### config.mk
export PLATFORM = sky130hd
export DESIGN_NAME = dsp38_mac_sequencer
export DESIGN_NICKNAME = d
export VERILOG_FILES = /design/src/rtl/dsp38_mac_sequencer.sv
export SDC_FILE = /design/constraint.sdc
export NUM_CORES = 1
export LEC_CHECK = 0
export BUFFER_PORTS_ARGS = -buffer_cell sky130_fd_sc_hd__buf_2
export CAP_MARGIN = 5
export CORE_ASPECT_RATIO = 0.7
export CORE_UTILIZATION = 40
export DETAILED_ROUTE_END_ITERATION = 6
export GPL_TIMING_DRIVEN = 0
export PLACE_DENSITY = 0.75
export SKIP_LAST_GASP = 1
export SLEW_MARGIN = 5
export SYNTH_ARGS = -nofsm -noshare
export SYNTH_HDL_FRONTEND = slang
export SYNTH_SLANG_ARGS = --single-unit
### constraint.sdc
create_clock -name clk -period 2.77 [get_ports clk]
set_input_delay 0.1385 -clock clk [delete_from_list [all_inputs] [get_ports clk]]
set_output_delay 0.1385 -clock clk [all_outputs]
set_load 0.05 [all_outputs]
### src/rtl/dsp38_mac_sequencer.sv
// Job sequencer for a DSP38 in multiply-accumulate mode: it accepts a job config,
// streams LEN operand pairs into the DSP, waits for the pipeline and returns the accumulator.
module dsp38_mac_sequencer #(
  parameter int DSP_LATENCY = 2,
  parameter int MAX_LEN     = 64
) (
  input  logic        clk,
  input  logic        reset,
  input  logic        cfg_valid,
  output logic        cfg_ready,
  input  logic [6:0]  cfg_len,
  input  logic [5:0]  cfg_shift,
  input  logic        cfg_round,
  input  logic        cfg_saturate,
  input  logic        cfg_subtract,
  input  logic        in_valid,
  output logic        in_ready,
  input  logic [19:0] in_a,
  input  logic [17:0] in_b,
  output logic        out_valid,
  input  logic        out_ready,
  output logic [37:0] out_z,
  output logic [19:0] dsp_a,
  output logic [17:0] dsp_b,
  output logic        dsp_load_acc,
  output logic [2:0]  dsp_feedback,
  output logic [5:0]  dsp_shift_right,
  output logic        dsp_round,
  output logic        dsp_saturate,
  output logic        dsp_subtract,
  input  logic [37:0] dsp_z,
  output logic        busy
);

  typedef enum logic [1:0] {IDLE, RUN, DRAIN, DONE} state_t;

  localparam logic [6:0] MAX_LEN_V  = 7'(MAX_LEN);
  localparam logic [1:0] LAST_DRAIN = 2'(DSP_LATENCY - 1);

  state_t      state;
  logic [6:0]  len;
  logic [6:0]  count;
  logic [1:0]  drain_cnt;
  logic        cfg_ready_r;
  logic        in_ready_r;
  logic        out_valid_r;
  logic        busy_r;
  logic [6:0]  len_clamped;
  logic        accept;

  // Handshake flags are registered; the reset gate keeps them low during the reset cycle itself.
  assign cfg_ready    = cfg_ready_r & ~reset;
  assign in_ready     = in_ready_r & ~reset;
  assign out_valid    = out_valid_r & ~reset;
  assign busy         = busy_r & ~reset;
  assign dsp_feedback = 3'b000;

  assign len_clamped  = (cfg_len > MAX_LEN_V) ? MAX_LEN_V : cfg_len;
  assign accept       = in_valid & in_ready;

  // Operands pass straight through on accepted beats; bubbles accumulate zero.
  assign dsp_a        = accept ? in_a : 20'd0;
  assign dsp_b        = accept ? in_b : 18'd0;
  assign dsp_load_acc = accept & (count == 7'd0);

  always_ff @(posedge clk) begin
    if (reset) begin
      state           <= IDLE;
      len             <= 7'd0;
      count           <= 7'd0;
      drain_cnt       <= 2'd0;
      cfg_ready_r     <= 1'b1;
      in_ready_r      <= 1'b0;
      out_valid_r     <= 1'b0;
      busy_r          <= 1'b0;
      out_z           <= 38'd0;
      dsp_shift_right <= 6'd0;
      dsp_round       <= 1'b0;
      dsp_saturate    <= 1'b0;
      dsp_subtract    <= 1'b0;
    end else begin
      case (state)
        IDLE: begin
          if (cfg_valid) begin
            len             <= len_clamped;
            count           <= 7'd0;
            cfg_ready_r     <= 1'b0;
            busy_r          <= 1'b1;
            dsp_shift_right <= cfg_shift;
            dsp_round       <= cfg_round;
            dsp_saturate    <= cfg_saturate;
            dsp_subtract    <= cfg_subtract;
            if (len_clamped != 7'd0) begin
              state      <= RUN;
              in_ready_r <= 1'b1;
            end else begin
              state       <= DONE;
              out_valid_r <= 1'b1;
              out_z       <= 38'd0;
            end
          end
        end
        RUN: begin
          if (accept) begin
            count <= count + 7'd1;
            if (count + 7'd1 == len) begin
              state      <= DRAIN;
              in_ready_r <= 1'b0;
              drain_cnt  <= 2'd0;
            end
          end
        end
        DRAIN: begin
          // The last pair reaches DSP_Z exactly on the final drain cycle.
          if (drain_cnt == LAST_DRAIN) begin
            out_z       <= dsp_z;
            state       <= DONE;
            out_valid_r <= 1'b1;
          end else begin
            drain_cnt <= drain_cnt + 2'd1;
          end
        end
        DONE: begin
          if (out_ready) begin
            state           <= IDLE;
            out_valid_r     <= 1'b0;
            cfg_ready_r     <= 1'b1;
            busy_r          <= 1'b0;
            count           <= 7'd0;
            dsp_shift_right <= 6'd0;
            dsp_round       <= 1'b0;
            dsp_saturate    <= 1'b0;
            dsp_subtract    <= 1'b0;
          end
        end
        default: state <= IDLE;
      endcase
    end
  end

endmodule

==> results.json, run 1 <==
{
  "worstSetupEndpoint": "count[6]$_SDFFE_PP0P_",
  "fill_cells": 676,
  "cts-root-buf": "clkbuf_8",
  "area_delta_synth_final_pct": 42.6,
  "r2r-start": "state[0]$_SDFFE_PP0P_",
  "min_period_over_period_pct": 88.5,
  "synth_cell_type_count": 45,
  "path_clk_slew_ps": 80,
  "cts_tree": "yes",
  "antenna_found_initial": 0,
  "startpoint_type": "flop",
  "numPortBuffers": 185,
  "h-tree-depth": 3,
  "final_common_cell": "buf_2",
  "path_class": "flop to flop",
  "p_leak_nw": 2.20,
  "antenna_cells": 0,
  "vias_per_cell": 4.94,
  "ys.flop_type": "dfxtp_1",
  "seq_area_um2": 1380,
  "numClockSinks": 69,
  "syn_inst": 362,
  "drc": 0,
  "drt_iter0_markers": 194,
  "cts_buffers": 9,
  "wl_per_cell_um": 13.4,
  "tns_ps": 0,
  "rrSetupSlack_ps": 320,
  "antenna_left": 0,
  "grt_max_degree": 13,
  "post-route-util_pct": 60.3,
  "ys_seq_area_share_pct": 43.9,
  "syn_area_per_cell_um2": 8.70,
  "crit_path_end_kind": "flop",
  "maxSlewViolCount": 0,
  "rsz0062_at_grt": "false",
  "crit_fanout": 10,
  "core_um2": 7450,
  "crit_arrival_ps": 2720,
  "worstSetupStartpoint": "state[0]$_SDFFE_PP0P_",
  "hpwlAfterDp_um": 6780,
  "drt_wl_total_um": 8970,
  "grt_pass1_vias": 3144,
  "synth_area_um2": 3150,
  "worst_slew_pin_slew_ps": 642,
  "multi_input_area_um2": 1600,
  "die-area_um2": 8240,
  "p_per_area_nw_per_um2": 593,
  "hold_path_class": "input pin to flop",
  "min_period_ps": 2450,
  "fin_skew_ps": 7.85,
  "fin_nets": 673,
  "num_vias": 3313,
  "ios": 190,
  "postCtsSetupRepairBufs": 0,
  "place_congestion": 0.914,
  "rows": 26,
  "vdd_drop_max_uv": 558,
  "chipHeight_um": 76.2,
  "track_usage_pct": 22.6,
  "slew_headroom_pct": 57.0,
  "clock_path_buffers": 2,
  "synth_edf_count": 0,
  "insertion_delay_ps": 350,
  "hold_ws_ps": 15.4,
  "fmax_mhz": 408,
  "ys_ff_latch": 69,
  "rr_worst_depth": 9,
  "drive_gt1_share_pct": 38.3,
  "hold_viol_final": 0,
  "status": "finished, final reports clean",
  "setup_viol": 0,
  "ys_warn_count": 0,
  "async_reset_ff_share_pct": 0,
  "final_cell_mix": "buf_2, dfxtp_1, nor2_1, and2_1, a22oi_1",
  "die_x_um": 108,
  "grt_first_pass_wirelength_um": 14800,
  "start_util_pct": 42.3,
  "maxCapViolCount": 0,
  "total_power_mw": 2.66,
  "grt_overflow": 0,
  "first_pass_iters": 5,
  "rr_endpoint": "count[6]$_SDFFE_PP0P_",
  "worstPathRequired_ps": 3040
}
## power by group
group / leakage [nW] / switching [mW] / total, mW / internal [mW]
sequential: 0.559 / 0.0396 / 1.09 / 1.05
combinational: 1.54 / 0.499 / 0.745 / 0.246
clock: 0.0987 / 0.390 / 0.828 / 0.438
total: 2.20 / 0.928 / 2.66 / 1.73
## how the worst min path moves through the flow
| stage | start | endpoint | slack [ps] | cells past startpoint |
|---|---|---|---|---|
| after CTS | cfg_shift[4] | dsp_shift_right[4]$_SDFFE_PP0P_ | 2 | 2 |
| final | cfg_shift[4] | dsp_shift_right[4]$_SDFFE_PP0P_ | 20 | 2 |
| after global routing | cfg_shift[4] | dsp_shift_right[4]$_SDFFE_PP0P_ | 8 | 2 |
| after global placement | cfg_shift[0] | dsp_shift_right[0]$_SDFFE_PP0P_ | 350 | 2 |
| after floorplan | cfg_subtract | dsp_subtract$_SDFFE_PP0P_ | 270 | 1 |
| after detailed placement | cfg_subtract | dsp_subtract$_SDFFE_PP0P_ | 360 | 2 |
## cell families (layout without fill, tap and decap cells)
| logic type | after synthesis | in the layout | share of synthesized area (%) |
|---|---|---|---|
| AO/OA/AOI/OAI | 85 | 85 | 18.6 |
| XOR/XNOR | 10 | 10 | 2.78 |
| adder cells (fa/ha/maj) | 8 | 8 | 3.18 |
| buffers and inverters | 39 | 247 | 5.88 |
| flip-flops | 69 | 69 | 43.9 |
| multiplexers | 2 | 2 | 0.675 |
| other | 1 | 3 | 0.119 |
| AND/OR/NAND/NOR | 148 | 148 | 24.9 |
## per-stage QoR
| step | std cells | setup slack, ps | cell area, um^2 |
|---|---|---|---|
| floorplan | 364 | 629 | 3160 |
| global placement | 647 | 333 | 4210 |
| detailed placement | 647 | 257 | 4210 |
| CTS | 670 | 235 | 4480 |
| global route | 670 | 103 | 4490 |
| finish | 670 | 320 | 4490 |
## worst max-delay path, stage by stage (launching register included)
cell and delay [ps]:
dfxtp_1 380, inv_1 100, ha_1 210, clkbuf_1 210
inv_1 140, o22ai_1 150, nor3_4 310, nand2_1 190
or4_1 540, a21oi_1 150
## flip-flops by register name, indices dropped and copies added (netlist names)
name,flops
state,2
count,7
dsp_saturate,1
in_ready_r,1
dsp_subtract,1
len,7
out_valid_r,1
cfg_ready_r,1
dsp_round,1
dsp_shift_right,6
out_z,38
busy_r,1
drain_cnt,2
## cell usage after synthesis (3+ instances only)
cell | n | area [um^2]
dfxtp_1 | 69 | 1380
nor2_1 | 55 | 206
a22oi_1 | 38 | 285
and2_1 | 38 | 238
a21oi_1 | 21 | 105
nand2_1 | 16 | 60.1
clkbuf_1 | 14 | 52.6
inv_1 | 11 | 41.3
a22o_1 | 9 | 78.8
o21ai_0 | 9 | 45.0
ha_1 | 8 | 100
xnor2_1 | 8 | 70.1
buf_2 | 6 | 30.0
buf_4 | 6 | 45.0
nor3b_1 | 6 | 45.0
or3_1 | 6 | 37.5
nand2b_1 | 4 | 25.0
nand3_1 | 3 | 15.0
nor2b_1 | 3 | 18.8
nor3_1 | 3 | 15.0
or4_1 | 3 | 22.5
## layer usage
layer  vias up  track usage (%)  share of wire [%]
met5         -                0                  0
met4         0             7.67                1.2
met3        11             6.76                6.6
met2       115             37.5                 50
met1      1525             27.7                 43
li1       1662                -                  -
## final cells by class
class | count | area share, %
inverter | 11 | 0.920
multi-input combinational | 256 | 35.6
sequential | 69 | 30.8
tap | 98 | 2.73
clock inverter | 5 | 1.34
timing repair buffer | 193 | 22.4
clock buffer | 10 | 3.07
buffer | 28 | 3.21
## timing repair
item,in CTS,in global routing
endpoints found under the setup margin,0,1
hold buffers,8,0
resized for setup,0,1
hold endpoints to repair,8,0
(Power assumes the default switching activity.)
==> run 2, diff against run 1 <==
ABC_AREA = 1   (was default)
CELL_PAD_IN_SITES_DETAIL_PLACEMENT = 1   (was default)
CELL_PAD_IN_SITES_GLOBAL_PLACEMENT = 1   (was default)
CORE_UTILIZATION = 31   (was 40)
PLACE_DENSITY = default   (was 0.75)
PLACE_DENSITY_LB_ADDON = 0.1   (was default)
==> run 2 against run 1 <==
Net effect: power is 55% higher; core utilization shrank 15 points; sequential share of layout area down 3.1 points; routed wire length grew 33%; final cell count is 27% higher; critical path depth is 2 lower; global-route usage decreased by 2.6 points; fmax is 12% higher; hold slack got worse by 5.5 ps; critical path type is now flop to primary output; highest routed layer unchanged.
==> results.json, run 2 <==
{
  "maxSlewViolCount": 0,
  "min_period_ps": 2180,
  "grt_max_degree": 12,
  "hold_path_class": "input pin to flop",
  "worst_slew_pin_slew_ps": 722,
  "path_cells": "inv_1 -> nor2_2 -> nand2_1 -> clkbuf_1 -> buf_1 -> nor2_1 -> buf_2",
  "final_cells": 851,
  "largest_reg_flops": 38,
  "track_usage_pct": 20.0,
  "synth_most_common_cell": "nand2_1",
  "setup_viol": 0,
  "startpoint_type": "flop",
  "drive_gt1_share_pct": 38.3,
  "fmax_mhz": 458,
  "die-area_um2": 12000,
  "chipHeight_um": 92.1,
  "ios": 190,
  "rrSetupSlack_ps": 640,
  "cts_tree": "yes",
  "fill_cells": 1467,
  "holdBufCountCts": 0,
  "syn_area_per_cell_um2": 7.28,
  "area_delta_synth_final_pct": 38.8,
  "multi_input_area_um2": 1760,
  "largestRegisters": "out_z (38), count (7), len (7)",
  "synth_common_cells": "nand2_1, dfxtp_1, inv_1",
  "seq_area_um2": 1380,
  "yosysTopAreaCellShare_pct": 38.4,
  "crit_fanout": 10,
  "path_clk_slew_ps": 60,
  "cts_buffers": 9,
  "p_per_area_nw_per_um2": 828,
  "tns_ps": 0,
  "antenna_cells": 0,
  "cp_slowest_cell": "clkbuf_1",
  "r2r-start": "state[0]$_SDFFE_PP0P_",
  "synth_top_area_cell": "dfxtp_1",
  "path_class": "flop to primary output",
  "cts-root-buf": "clkbuf_16",
  "core_um2": 11100,
  "crit_path_end_kind": "primary output",
  "regMostFlops": "out_z",
  "rr_worst_depth": 10,
  "worstPathRequired_ps": 2630,
  "wl_per_cell_um": 14.0,
  "vdd_drop_max_uv": 384,
  "antenna_found_initial": 0,
  "start_util_pct": 32.3,
  "synth_cell_type_count": 34,
  "synthTopCellsByArea": "dfxtp_1, nand2_1, inv_1, nor2_1, nand3_2",
  "syn_inst": 494,
  "final_cell_mix": "buf_2, nand2_1, dfxtp_1, inv_1, nor2_1",
  "die_x_um": 131,
  "place_congestion": 0.768,
  "rr_endpoint": "count[6]$_SDFFE_PP0P_",
  "numPortBuffers": 186,
  "grt_overflow": 0,
  "max_stage_delay_ps": 400,
  "worstSetupStartpoint": "in_ready_r$_SDFFE_PP0P_",
  "cts_resized": 0,
  "ys.flop_type": "dfxtp_1",
  "synth_area_um2": 3590,
  "min_period_over_period_pct": 78.7,
  "antenna_left": 0,
  "drt_wl_total_um": 11900,
  "first_pass_iters": 4,
  "p_leak_nw": 2.48,
  "postCtsSetupRepairBufs": 0,
  "num_vias": 3893,
  "ys_ff_latch": 69,
  "numClockSinks": 69,
  "grt_pass1_vias": 3812,
  "drc": 0,
  "ys_warn_count": 0,
  "maxCapViolCount": 0,
  "vias_per_cell": 4.57,
  "clock_path_buffers": 2,
  "slew_headroom_pct": 51.8,
  "holdPathStages": 2,
  "final_common_cell": "buf_2",
  "fin_skew_ps": 5.18,
  "insertion_delay_ps": 330,
  "async_reset_ff_share_pct": 0,
  "synth_edf_count": 0,
  "place_inst": 835,
  "rsz0062_at_grt": "false",
  "holdCritStartpoint": "cfg_shift[3]",
  "grt_first_pass_wirelength_um": 18600,
  "status": "finished, final reports clean",
  "hpwlAfterDp_um": 9520,
  "fin_nets": 798,
  "crit_arrival_ps": 2040,
  "drt_iter0_markers": 70,
  "hold_viol_final": 0,
  "ys_seq_area_share_pct": 38.4,
  "whs_endpoint": "dsp_shift_right[3]$_SDFFE_PP0P_",
  "h-tree-depth": 3,
  "rows": 32
}
run 2: per-stage QoR:
| stage | setup WS [ps] | total power [mW] | util [%] | area, um^2 | hold slack (ps) |
|---|---|---|---|---|---|
| after floorplan | 476 | 2.66 | - | 3610 | 261 |
| after global placement | 704 | 3.10 | 42.5 | 4730 | 345 |
| after detailed placement | 651 | 3.15 | 42.5 | 4730 | 353 |
| after CTS | 538 | 4.19 | 44.8 | 4990 | 3.53 |
| after global routing | 385 | 4.40 | 44.8 | 4990 | 14.4 |
| final | 589 | 4.13 | 44.8 | 4990 | 9.92 |
run 2: layout make-up:
class / instances / share of cell area (%)
Multi-Input combinational cell: 327 / 35.3
Tap cell: 153 / 3.84
Buffer: 31 / 4.16
Sequential cell: 69 / 27.7
Clock buffer: 11 / 4.66
Inverter: 69 / 5.19
Clock inverter: 5 / 0.552
Timing Repair Buffer: 186 / 18.7
run 2: where the power goes:
| group | leakage, nW | switching (mW) | internal, mW |
|---|---|---|---|
| Clock | 0.129 | 0.420 | 0.599 |
| Combinational | 1.80 | 1.33 | 0.563 |
| Sequential | 0.560 | 0.0806 | 1.14 |
run 2: worst max-delay path by stage:
stage,end,slack (ps),cells past startpoint
floorplan,dsp_load_acc,480,5
global placement,in_ready_r$_SDFFE_PP0P_,700,12
detailed placement,count[6]$_SDFFE_PP0P_,650,10
CTS,dsp_b[13],540,7
global route,dsp_b[8],390,7
finish,dsp_b[12],590,7
run 2: metal layers:
layer	global-route usage [%]	vias to the layer above	part of all wire, %
met2	35.8	124	49
met4	5.17	0	0.80
met1	23.0	1792	43
li1	-	1969	-
met5	0	-	0
met3	5.83	8	7.4
run 2: cells by family after synthesis:
| kind of cell | after synthesis | synth area share (%) |
|---|---|---|
| xor gates and xnor gates | 2 | 0.487 |
| and+or+nand+nor | 239 | 31.1 |
| AOI/OAI and AO/OA | 75 | 14.1 |
| DFF | 69 | 38.4 |
| buffers and inverters | 100 | 13.0 |
| adders and majority gates | 8 | 2.78 |
| other | 1 | 0.104 |
run 2: critical path, delay by kind of cell (launching register included):
kind	cells	cell delay, ps
simple gates	3	340
flops	1	300
buf+inv	4	1070
==> run 3, diff against run 2 <==
clock period = 2.2 ns   (was 2.77 ns; I/O delays follow)
==> run 3 against run 2 <==
Net effect: register-to-register slack worse by 450 ps; clock power up 48%; power up 33%; clock skew up 0.57 ps; largest power group unchanged.
==> results.json, run 3 (synthesis gave the netlist of run 2 again) <==
{
  "status": "finished, final reports clean",
  "start_util_pct": 32.3,
  "clock_path_buffers": 2,
  "core_um2": 11100,
  "worstPathRequired_ps": 2470,
  "final_common_cell": "buf_2",
  "p_per_area_nw_per_um2": 1060,
  "min_period_over_period_pct": 91.1,
  "track_usage_pct": 21.3,
  "fin_skew_ps": 5.75,
  "drt_wl_total_um": 12500,
  "cts_buffers": 9,
  "die-area_um2": 12000,
  "die_x_um": 131,
  "wl_per_cell_um": 14.5,
  "worst_slew_pin_slew_ps": 753,
  "holdPathStages": 3,
  "rr_worst_depth": 10,
  "insertion_delay_ps": 340,
  "crit_fanout": 6,
  "total_power_mw": 5.51,
  "tns_ps": 0,
  "regMostFlops": "out_z",
  "hpwlAfterDp_um": 9700,
  "worst_slack_ps": 195,
  "drt_iter0_markers": 105,
  "rows": 32,
  "postCtsSetupRepairBufs": 0,
  "post-route-util_pct": 46.6,
  "drive_gt1_share_pct": 38.7,
  "cts-root-buf": "clkbuf_16",
  "design_area_um2": 5180,
  "setup_viol": 0,
  "min_period_ps": 2010,
  "final_cells": 860,
  "fin_nets": 806,
  "path_class": "flop to flop",
  "first_pass_iters": 4,
  "grt_overflow": 0,
  "vias_per_cell": 4.63,
  "numClockSinks": 69,
  "antenna_left": 0,
  "largestRegisters": "out_z (38), count (7), len (7)",
  "numPortBuffers": 186,
  "hold_ws_ps": 30.9,
  "ios": 190,
  "place_congestion": 0.769,
  "maxSlewViolCount": 0,
  "crit_arrival_ps": 2270,
  "grt_first_pass_wirelength_um": 19700,
  "startpoint_type": "flop",
  "num_vias": 3979,
  "grt_pass1_vias": 4004,
  "vdd_drop_max_uv": 564,
  "hold_path_class": "input pin to flop",
  "p_leak_nw": 2.55,
  "chipHeight_um": 92.1,
  "largest_reg_flops": 38,
  "maxCapViolCount": 0,
  "final_cell_mix": "buf_2, nand2_1, dfxtp_1, inv_1, nor2_1",
  "slew_headroom_pct": 49.8,
  "path_clk_slew_ps": 60,
  "cts_tree": "yes",
  "h-tree-depth": 3,
  "crit_path_end_kind": "flop",
  "placed_cell_area_um2": 4740,
  "fmax_mhz": 499,
  "rsz0062_at_grt": "false",
  "grt_max_degree": 12,
  "post-place-ws_ps": 125,
  "hold_viol_final": 0,
  "area_delta_synth_final_pct": 44.2,
  "drc": 0,
  "place_inst": 835,
  "antenna_found_initial": 2
}
==> run 3: cell count changes in the layout (fill, tap and decap cells not counted), sizes merged <==
cell         delta
bufinv          +1
buf             -2
dlygate4sd3     +9
clkinv          -3
diode           +1
clkbuf          +3
==> run 3: path summary, 6_finish.rpt <==
path	startpoint	end	slack, ps
max	state[0]$_SDFFE_PP0P_	out_valid_r$_SDFFE_PP0P_	190
min	dsp_z[9]	out_z[9]$_SDFFE_PP0P_	30
max reg2reg	state[0]$_SDFFE_PP0P_	out_valid_r$_SDFFE_PP0P_	190
min reg2reg	out_z[37]$_SDFFE_PP0P_	out_z[37]$_SDFFE_PP0P_	460
==> run 3: repair_timing <==
| action | CTS | global route |
|---|---|---|
| gates resized for setup | 0 | 12 |
| hold buffers | 9 | 0 |
| endpoints found under the hold margin | 9 | 0 |
| setup endpoints to repair | 0 | 22 |
==> run 3: report_power, final <==
| part | internal (mW) | total, mW | switching, mW | leakage, nW |
|---|---|---|---|---|
| sequential | 1.44 | 1.54 | 0.107 | 0.561 |
| combinational | 0.741 | 2.45 | 1.71 | 1.83 |
| clock | 0.969 | 1.51 | 0.546 | 0.152 |
==> run 3: layout make-up <==
| type | instances | area [um^2] |
|---|---|---|
| Inverter | 69 | 259 |
| Multi-Input combinational cell | 327 | 1800 |
| Fill cell | 1471 | 5950 |
| Clock buffer | 13 | 270 |
| Sequential cell | 69 | 1380 |
| Buffer | 30 | 211 |
| Antenna cell | 1 | 2.50 |
| Timing Repair Buffer | 195 | 1020 |
| Clock inverter | 3 | 42.5 |
| Tap cell | 153 | 191 |
==> run 3: metal layers <==
layer / part of all wire (%) / global-route usage (%) / up-vias
li1: - / - / 1989
met1: 43 / 24.0 / 1847
met2: 48 / 38.0 / 130
met3: 7.8 / 6.59 / 13
met4: 1.3 / 6.51 / 0
met5: 0 / 0 / -
==> run 3: critical path, cell delays in order (launching register included) <==
cell and delay [ps]:
dfxtp_1 390, inv_1 110, ha_1 310, inv_2 110
or2_1 140, nand2_1 110, nor2_1 270, nand2_1 90
nor2_1 160, o21ai_0 90, a21oi_1 150
